## src/rtl/inner_prod_frame_accum.sv

```systemverilog
// Frame accumulator: sums N signed inner products per frame and presents the sum on a valid/ready port.
// Optional saturation of the output sum is enabled by defining INNER_PROD_FRAME_ACCUM_SAT_EN.
module inner_prod_frame_accum #(
    parameter int DW    = 32,
    parameter int LEN_W = 8,
    parameter int OUT_W = 32
) (
    input  logic                    i_clk,
    input  logic                    i_sync_rst,
    input  logic signed [DW-1:0]    i_inner_prod,
    input  logic                    i_inner_prod_valid,
    input  logic [LEN_W-1:0]        i_frame_len,
    output logic signed [OUT_W-1:0] o_sum,
    output logic                    o_sum_valid,
    input  logic                    i_sum_ready,
    output logic [15:0]             o_drop_cnt,
    output logic                    o_busy
);

    localparam int AW = DW + LEN_W;

    typedef enum logic [1:0] {
        IDLE,
        ACCUM,
        HOLD
    } state_t;

    state_t                  state_reg;
    logic signed [AW-1:0]    acc_reg;
    logic [LEN_W-1:0]        cnt_reg;
    logic [LEN_W-1:0]        nlen_reg;
    logic signed [OUT_W-1:0] sum_reg;
    logic                    sum_valid_reg;
    logic [15:0]             drop_cnt_reg;

    logic signed [AW-1:0]    sample_ext;
    logic signed [AW-1:0]    acc_next;
    logic signed [OUT_W-1:0] sum_next;
    logic [LEN_W-1:0]        start_len;
    logic [LEN_W-1:0]        cnt_inc;
    logic                    handshake;
    logic                    frame_start;

    assign sample_ext  = {{LEN_W{i_inner_prod[DW-1]}}, i_inner_prod};
    assign start_len   = (i_frame_len == '0) ? LEN_W'(1) : i_frame_len;
    assign cnt_inc     = cnt_reg + 1'b1;
    assign handshake   = (state_reg == HOLD) && i_sum_ready;
    // A sample arriving on the handshake cycle opens the next frame instead of being dropped
    assign frame_start = i_inner_prod_valid && ((state_reg == IDLE) || handshake);

`ifdef INNER_PROD_FRAME_ACCUM_SAT_EN
    localparam logic signed [AW-1:0]    SAT_MAX = {{(AW-OUT_W+1){1'b0}}, {(OUT_W-1){1'b1}}};
    localparam logic signed [AW-1:0]    SAT_MIN = {{(AW-OUT_W+1){1'b1}}, {(OUT_W-1){1'b0}}};
    localparam logic signed [OUT_W-1:0] OUT_MAX = {1'b0, {(OUT_W-1){1'b1}}};
    localparam logic signed [OUT_W-1:0] OUT_MIN = {1'b1, {(OUT_W-1){1'b0}}};
`endif

    always_comb begin
        acc_next = frame_start ? sample_ext : acc_reg + sample_ext;
`ifdef INNER_PROD_FRAME_ACCUM_SAT_EN
        if (acc_next > SAT_MAX) begin
            sum_next = OUT_MAX;
        end else if (acc_next < SAT_MIN) begin
            sum_next = OUT_MIN;
        end else begin
            sum_next = acc_next[OUT_W-1:0];
        end
`else
        sum_next = acc_next[OUT_W-1:0];
`endif
    end

`ifndef INNER_PROD_FRAME_ACCUM_SAT_EN
    // Wrapping conversion deliberately discards the accumulator's upper bits
    generate
        if (OUT_W < AW) begin : g_wrap_unused
            logic unused_hi;
            assign unused_hi = ^acc_next[AW-1:OUT_W];
        end
    endgenerate
`endif

    always_ff @(posedge i_clk) begin
        if (i_sync_rst) begin
            state_reg     <= IDLE;
            acc_reg       <= '0;
            cnt_reg       <= '0;
            nlen_reg      <= '0;
            sum_reg       <= '0;
            sum_valid_reg <= 1'b0;
            drop_cnt_reg  <= '0;
        end else begin
            if (frame_start) begin
                acc_reg  <= acc_next;
                cnt_reg  <= LEN_W'(1);
                nlen_reg <= start_len;
                if (start_len == LEN_W'(1)) begin
                    state_reg     <= HOLD;
                    sum_reg       <= sum_next;
                    sum_valid_reg <= 1'b1;
                end else begin
                    state_reg     <= ACCUM;
                    sum_valid_reg <= 1'b0;
                end
            end else begin
                case (state_reg)
                    ACCUM: begin
                        if (i_inner_prod_valid) begin
                            acc_reg <= acc_next;
                            cnt_reg <= cnt_inc;
                            if (cnt_inc == nlen_reg) begin
                                state_reg     <= HOLD;
                                sum_reg       <= sum_next;
                                sum_valid_reg <= 1'b1;
                            end
                        end
                    end
                    HOLD: begin
                        if (handshake) begin
                            state_reg     <= IDLE;
                            sum_valid_reg <= 1'b0;
                        end else if (i_inner_prod_valid && (drop_cnt_reg != 16'hFFFF)) begin
                            drop_cnt_reg <= drop_cnt_reg + 16'd1;
                        end
                    end
                    default: begin
                        state_reg <= IDLE;
                    end
                endcase
            end
        end
    end

    assign o_sum       = sum_reg;
    assign o_sum_valid = sum_valid_reg;
    assign o_drop_cnt  = drop_cnt_reg;
    assign o_busy      = (state_reg != IDLE);

endmodule
```

## config.mk

```make
export PLATFORM = sky130hd
export DESIGN_NAME = inner_prod_frame_accum
export DESIGN_NICKNAME = d
export VERILOG_FILES = /design/src/rtl/inner_prod_frame_accum.sv
export SDC_FILE = /design/constraint.sdc
export NUM_CORES = 1
export LEC_CHECK = 0
export CAP_MARGIN = 30
export CELL_PAD_IN_SITES_DETAIL_PLACEMENT = 1
export CELL_PAD_IN_SITES_GLOBAL_PLACEMENT = 1
export CORE_MARGIN = 2
export CORE_UTILIZATION = 40
export DETAILED_ROUTE_END_ITERATION = 10
export DONT_BUFFER_PORTS = 1
export PLACE_DENSITY = 0.79
export SLEW_MARGIN = 40
export SYNTH_ARGS = -nofsm -noshare
export SYNTH_HDL_FRONTEND = slang
export SYNTH_SLANG_ARGS = --single-unit
```

## constraint.sdc

```tcl
create_clock -name i_clk -period 2.4 [get_ports i_clk]
set_clock_uncertainty 0.1 [all_clocks]
set_input_delay 0.24 -clock i_clk [delete_from_list [all_inputs] [get_ports i_clk]]
set_output_delay 0.24 -clock i_clk [all_outputs]
set_load 0.02 [all_outputs]
```

==> results_dict.tcl, run 1 <==
set metrics [dict create \
    grt.total_usage_pct 29.5 \
    worstMarginPinSlew_ns 0.602 \
    synth_edf_count 0 \
    r2r_end "o_sum[20]" \
    fmax_mhz 356 \
    drv_cap 0 \
    synth_top_cell_by_area "dfxtp_1" \
    wl_um 30800 \
    fin_crit_sh_pct 117 \
    drc 0 \
    die_area_um2 16600 \
    num_vias 7394 \
    synth_ff_type "dfxtp_1" \
    ys_seq_area_share_pct 31.8 \
    crit_path_end "o_sum[20]" \
    worstPathRequired_ns 2.55 \
    drt_iter0_drc 400 \
    setup_viol 59 \
    synthArstFlopShare_pct 0 \
    path_class "reg2reg" \
    ys.warnings.count 0 \
    die_w_um 129 \
    worstSetupStartpoint "acc_reg[8]" \
    via_per_inst 6.57 \
    cts.clk_slew.worst_paths_ns 0.07 \
    status "finished with violations" \
    path_max_fanout 4 \
    routedWlPerCell_um 27.3 \
    yosysTopAreaCellShare_pct 31.8 \
    final_core_util_pct 61.3 \
    grt_pass1_vias 7386 \
    first_pass_iters 5 \
    worstSkewPairLatency_ns 0.37 \
    rrSetupSlack_ns -0.41 \
    dpl.hpwl_um 16600 \
    core_region_area_um2 15200 \
    avgSynthCellArea_um2 7.81 \
    violations "hold timing, setup timing" \
    worst_setup_path_end_kind "register" \
    synthToLayoutAreaGrowth_pct 49.4 \
    hold_path_class "in2reg" \
    place_congestion 0.948 \
    dp_slack_ns -0.420 \
    synth_cell_type_count 62 \
    synth-seq-cells 99 \
    layout_setup_ws_ns -0.411 \
    antenna-diode-count 0 \
    finalPower_w 0.00668 \
    p_leak_nw 3.54 \
    num_rows 45 \
    ios 94 \
    gr-total-overflow 0 \
    startpoint_type "register" \
    hold_viol 63 \
    reg2reg_from "acc_reg[8]" \
    antenna_found_initial 0 \
    initial_utilization_pct 41.0 \
    cts_buffers 9 \
    port_buffers 0 \
    clk_path_buf_depth 2 \
    cts_max_level 3 \
    synth_nets 876 \
    die_h_um 129 \
    tritoncts "yes" \
    crit_arrival_ns 2.96 \
    syn_inst 798 \
    grt_max_degree 94 \
    syn-cell-area_um2 6240 \
    rsz0062_at_grt "true" \
    num-nets-final 1011 \
    peakVddDrop_uv 439 \
    clock-sinks 99 \
    yosys-top-cells-area "dfxtp_1 (32%), ha_1 (6.6%), nor2_1 (6.3%)" \
    drive_gt1_share_pct 38.9 \
    worst_slew_margin_rel_pct 59.5 \
    grt_pass1_wl_um 38700 \
    r2r_cells 10 \
    fin_crit_ns 2.81 \
    report.final.slew_viol_count 0 \
    cellPowerDensity_nw_per_um2 717 \
    fin_hold_ws_ns -0.166 \
    clockRootBuffer "clkbuf_16" \
    ant_nets 0 \
]
-- cells in the final DEF (no fill, tap or decap), types with 10 or more instances in the layout --
master and n:
buf_6 17, a21o_1 12, nand3_1 20, clkbuf_16 12
dlygate4sd3_1 19, a211oi_1 18, xor2_1 15, dfxtp_1 86
a211oi_2 25, a21oi_2 14, ha_1 16, nand4_1 16
nor3_1 20, nand2_1 75, inv_1 11, ha_4 17
nor2_1 89, a21oi_1 48, o21ai_0 19, and3_1 10
xnor2_1 20, xnor2_2 11, nor2_2 11, buf_4 130
-- power breakdown --
| part | internal, W | switching, W | total [W] | leakage [nW] |
|---|---|---|---|---|
| clock | 0.000705 | 0.000732 | 0.00144 | 0.128 |
| sequential | 0.00182 | 0.000278 | 0.00210 | 0.820 |
| combinational | 0.00142 | 0.00173 | 0.00315 | 2.59 |
| total | 0.00394 | 0.00274 | 0.00668 | 3.54 |
-- final cells by class --
class,count,area [um^2]
clock buffers,10,229
clock inverters,6,42.5
fillers,1693,5880
inverters,12,48.8
multi-input cells,636,5200
flip-flops and latches,99,2010
well taps,188,235
repair buffers,175,1550
-- through the flow --
stage               TNS, ns  instances  hold WS, ns  area [um^2]
finish                -9.51       1126       -0.166         9320
global route         -14.34       1126       -0.166         9320
CTS                   -4.03       1102       -0.167         8450
detailed placement    -9.24       1056        0.220         7240
global placement      -5.05       1056        0.222         7240
floorplan            -0.134        798        0.276         6260
-- synthesized netlist by cell type, types with 16 or more instances --
master and instances:
nor2_1 104, dfxtp_1 99, nand2_1 82, a21oi_1 67, a211oi_1 45, clkbuf_1 42
o21ai_0 38, ha_1 33, xnor2_1 32, nor3_1 27, nand3_1 21, nand4_1 16
xor2_1 16
-- cell families after synthesis --
kind of cell | synth area share (%)
AO/OA/AOI/OAI | 26.4
XOR/XNOR | 6.74
adder cells (fa/ha/maj) | 6.94
buffers and inverters | 4.43
flip-flops | 31.8
multiplexers | 1.65
AND/OR/NAND/NOR | 22.1
-- repair_timing --
action / in CTS / in global routing
gates resized for setup: 137 / 124
setup buffers: 13 / 24
pin swaps: 83 / 88
setup endpoints to repair: 55 / 79
gates cloned: 0 / 4
hold buffers: 18 / 2
hold endpoints to repair: 94 / 77
-- worst min-delay path by stage --
stage / startpoint / to / cells past startpoint
floorplan: i_frame_len[4] / nlen_reg[4] / 2
global placement: i_sync_rst / o_sum[27] / 1
detailed placement: i_sync_rst / o_sum[27] / 1
CTS: i_sync_rst / acc_reg[26] / 1
global route: i_sync_rst / o_sum[27] / 1
finish: i_sync_rst / acc_reg[26] / 1
-- layer usage --
| metal | vias to the layer above | track usage (%) | wire, um |
|---|---|---|---|
| met5 | - | 0 | 0 |
| met4 | 0 | 12.9 | 2010 |
| met3 | 153 | 6.82 | 1900 |
| met2 | 358 | 54.2 | 15700 |
| met1 | 3694 | 32.3 | 11200 |
| li1 | 3189 | - | - |
-- critical path, stage by stage, from the launching register on --
cell and delay (ns):
dfxtp_1 0.35, ha_4 0.30, buf_4 0.12, nand4_1 0.22
or2_2 0.36, o221a_4 0.27, o31ai_4 0.25, xnor2_2 0.15
nor2_2 0.18, a21oi_1 0.07, a211oi_2 0.32
Note: power is estimated with default switching activity, not from simulation.
==> inputs of run 2 (changes only) <==
PLACE_DENSITY = 0.77   (was 0.79)
SKIP_LAST_GASP = 1   (was unset)
clock period = 2.9 ns   (was 2.4 ns; I/O delays follow)
==> results_dict.tcl, run 2 (synthesis results as in run 1) <==
set metrics [dict create \
    hold_viol 0 \
    setup_viol 0 \
    port_buffers 0 \
    worst_slew_margin_rel_pct 59.9 \
    ant_nets 0 \
    first_pass_iters 4 \
    report.final.slew_viol_count 0 \
    dpl.hpwl_um 14500 \
    rrSetupSlack_ns 0.09 \
    crit_arrival_ns 2.99 \
    layout_commonest_cell "nor2_1" \
    drc 0 \
    placed_cells 970 \
    drt_iter0_drc 343 \
    clock-sinks 99 \
    seq_power_share_pct 37.5 \
    n_fill_cell 1844 \
    hold_path_class "in2reg" \
    die_w_um 129 \
    die_h_um 129 \
    die_area_um2 16600 \
    p_leak_nw 2.68 \
    path_cells "ha_1, a21oi_1, nor3_1, o21ai_0, a21oi_1, a221oi_1, a21o_1, nand3_1, a311oi_2" \
    antenna_found_initial 0 \
    swShare_pct 37.9 \
    post-cts-setup-buffers 0 \
    critPathTopFamily "compound AO/OA/AOI/OAI gates" \
    peakVddDrop_uv 323 \
    fin_crit_sh_pct 97.0 \
    worst_setup_path_end_kind "register" \
    place_congestion 0.912 \
    num_rows 45 \
    startpoint_type "register" \
    drive_gt1_share_pct 11.3 \
    cpMaxStageDelayCell "a221oi_1" \
    p_sw_w 0.00172 \
    stdcell_count 1001 \
    reg2reg_from "acc_reg[16]" \
    grt_pass1_wl_um 32900 \
    path_buf_inv 0 \
    grt_pass1_vias 6320 \
    r2r_end "o_sum[27]" \
    fin_crit_ns 2.81 \
    num_vias 6164 \
    cp_common_cell "a21oi_1" \
    place_area_um2 6540 \
    ios 94 \
    postLayoutCellArea_um2 7160 \
    status "completed" \
    r2r_cells 9 \
    max_stage_delay_ns 0.47 \
    num-nets-final 886 \
    fmax_mhz 355 \
    rsz0062_at_grt "true" \
    final_cell_mix "nor2_1 (104), dfxtp_1 (97), nand2_1 (82)" \
    wl_um 20700 \
    gr-total-overflow 0 \
    worstSetupStartpoint "acc_reg[16]" \
    final_core_util_pct 47.1 \
    path_class "reg2reg" \
    drv_cap 0 \
    core_region_area_um2 15200 \
    p_int_w 0.00282 \
    cellPowerDensity_nw_per_um2 634 \
    worstPathRequired_ns 3.07 \
    via_per_inst 6.16 \
    crit_path_end "o_sum[27]" \
    clockRootBuffer "clkbuf_16" \
    routedWlPerCell_um 20.7 \
    initial_utilization_pct 41.0 \
    finalPower_w 0.00454 \
    antenna-diode-count 0 \
    cts.clk_slew.worst_paths_ns 0.07 \
    worstSkewPairLatency_ns 0.36 \
    path_max_fanout 6 \
    pwr-share-clk_pct 28.3 \
    cts_max_level 3 \
    cts_buffers 9 \
    clk_path_buf_depth 2 \
    grt_max_degree 91 \
    p_comb_share_pct 34.2 \
    synthToLayoutAreaGrowth_pct 14.7 \
    worstMarginPinSlew_ns 0.602 \
    tritoncts "yes" \
    critical_path_depth 9 \
    grt.total_usage_pct 24.9 \
]
## run 2: routing by layer
layer  share of wire [%]  routed length [um]  vias up  global-route usage, %
met2                  49               10200      156                   42.7
li1                    -                   -     2944                      -
met4                 3.4                 700        0                   9.53
met1                  42                8590     3022                   30.9
met3                 5.7                1180       42                   4.78
met5                   0                   0        -                      0
## run 2: area by class of cell
cell class | instances | area, um^2 | share of cell area, %
timing repair buffer | 50 | 470 | 6.57
sequential | 99 | 1980 | 27.7
tap | 188 | 235 | 3.29
clock buffer | 9 | 225 | 3.15
clock inverter | 7 | 85.1 | 1.19
multi-input combinational | 636 | 4110 | 57.4
inverter | 12 | 45.0 | 0.629
## run 2: worst min-delay path by stage
stage,start,slack [ns],endpoint,depth (start not counted)
2_1_floorplan,i_frame_len[4],0.33,nlen_reg[4],2
3_3_place_gp,i_sync_rst,0.27,o_sum[27],1
3_5_place_dp,i_sync_rst,0.27,o_sum[27],1
4_1_cts,i_inner_prod[1],0.002,o_sum[1],2
5_1_grt,i_inner_prod[1],0.003,o_sum[1],2
6_report,i_inner_prod[1],0.008,o_sum[1],2
## run 2: power by group through the flow
stage,clock (W),sequential (W),combinational (W)
floorplan,0,0.00169,0.00106
global placement,0,0.00172,0.00136
detailed placement,0,0.00173,0.00141
CTS,0.00131,0.00170,0.00147
global route,0.00137,0.00172,0.00171
finish,0.00128,0.00170,0.00155
## run 2: repair_timing
| item | CTS | global route |
|---|---|---|
| pin swaps | 0 | 5 |
| resized for setup | 1 | 22 |
| hold buffers | 14 | 0 |
| endpoints found under the setup margin | 1 | 39 |
| hold endpoints to repair | 92 | 0 |
| gates cloned | 0 | 1 |
## run 2: per-stage QoR
| step | worst slack [ns] | hold WS (ns) | TNS, ns |
|---|---|---|---|
| after global routing | -0.0221 | 0.00262 | -0.0280 |
| after detailed placement | 0.00510 | 0.270 | 0 |
| after CTS | 0.0144 | 0.00177 | 0 |
| final | 0.0861 | 0.00789 | 0 |
| after global placement | 0.0837 | 0.270 | 0 |
| after floorplan | 0.259 | 0.326 | 0 |
## run 2: worst register-to-register path: stages (launching register included)
cell and delay, ns:
dfxtp_1 0.40, ha_1 0.34, a21oi_1 0.32, nor3_1 0.08, o21ai_0 0.29, a21oi_1 0.20, a221oi_1 0.47, a21o_1 0.20
nand3_1 0.09, a311oi_2 0.24
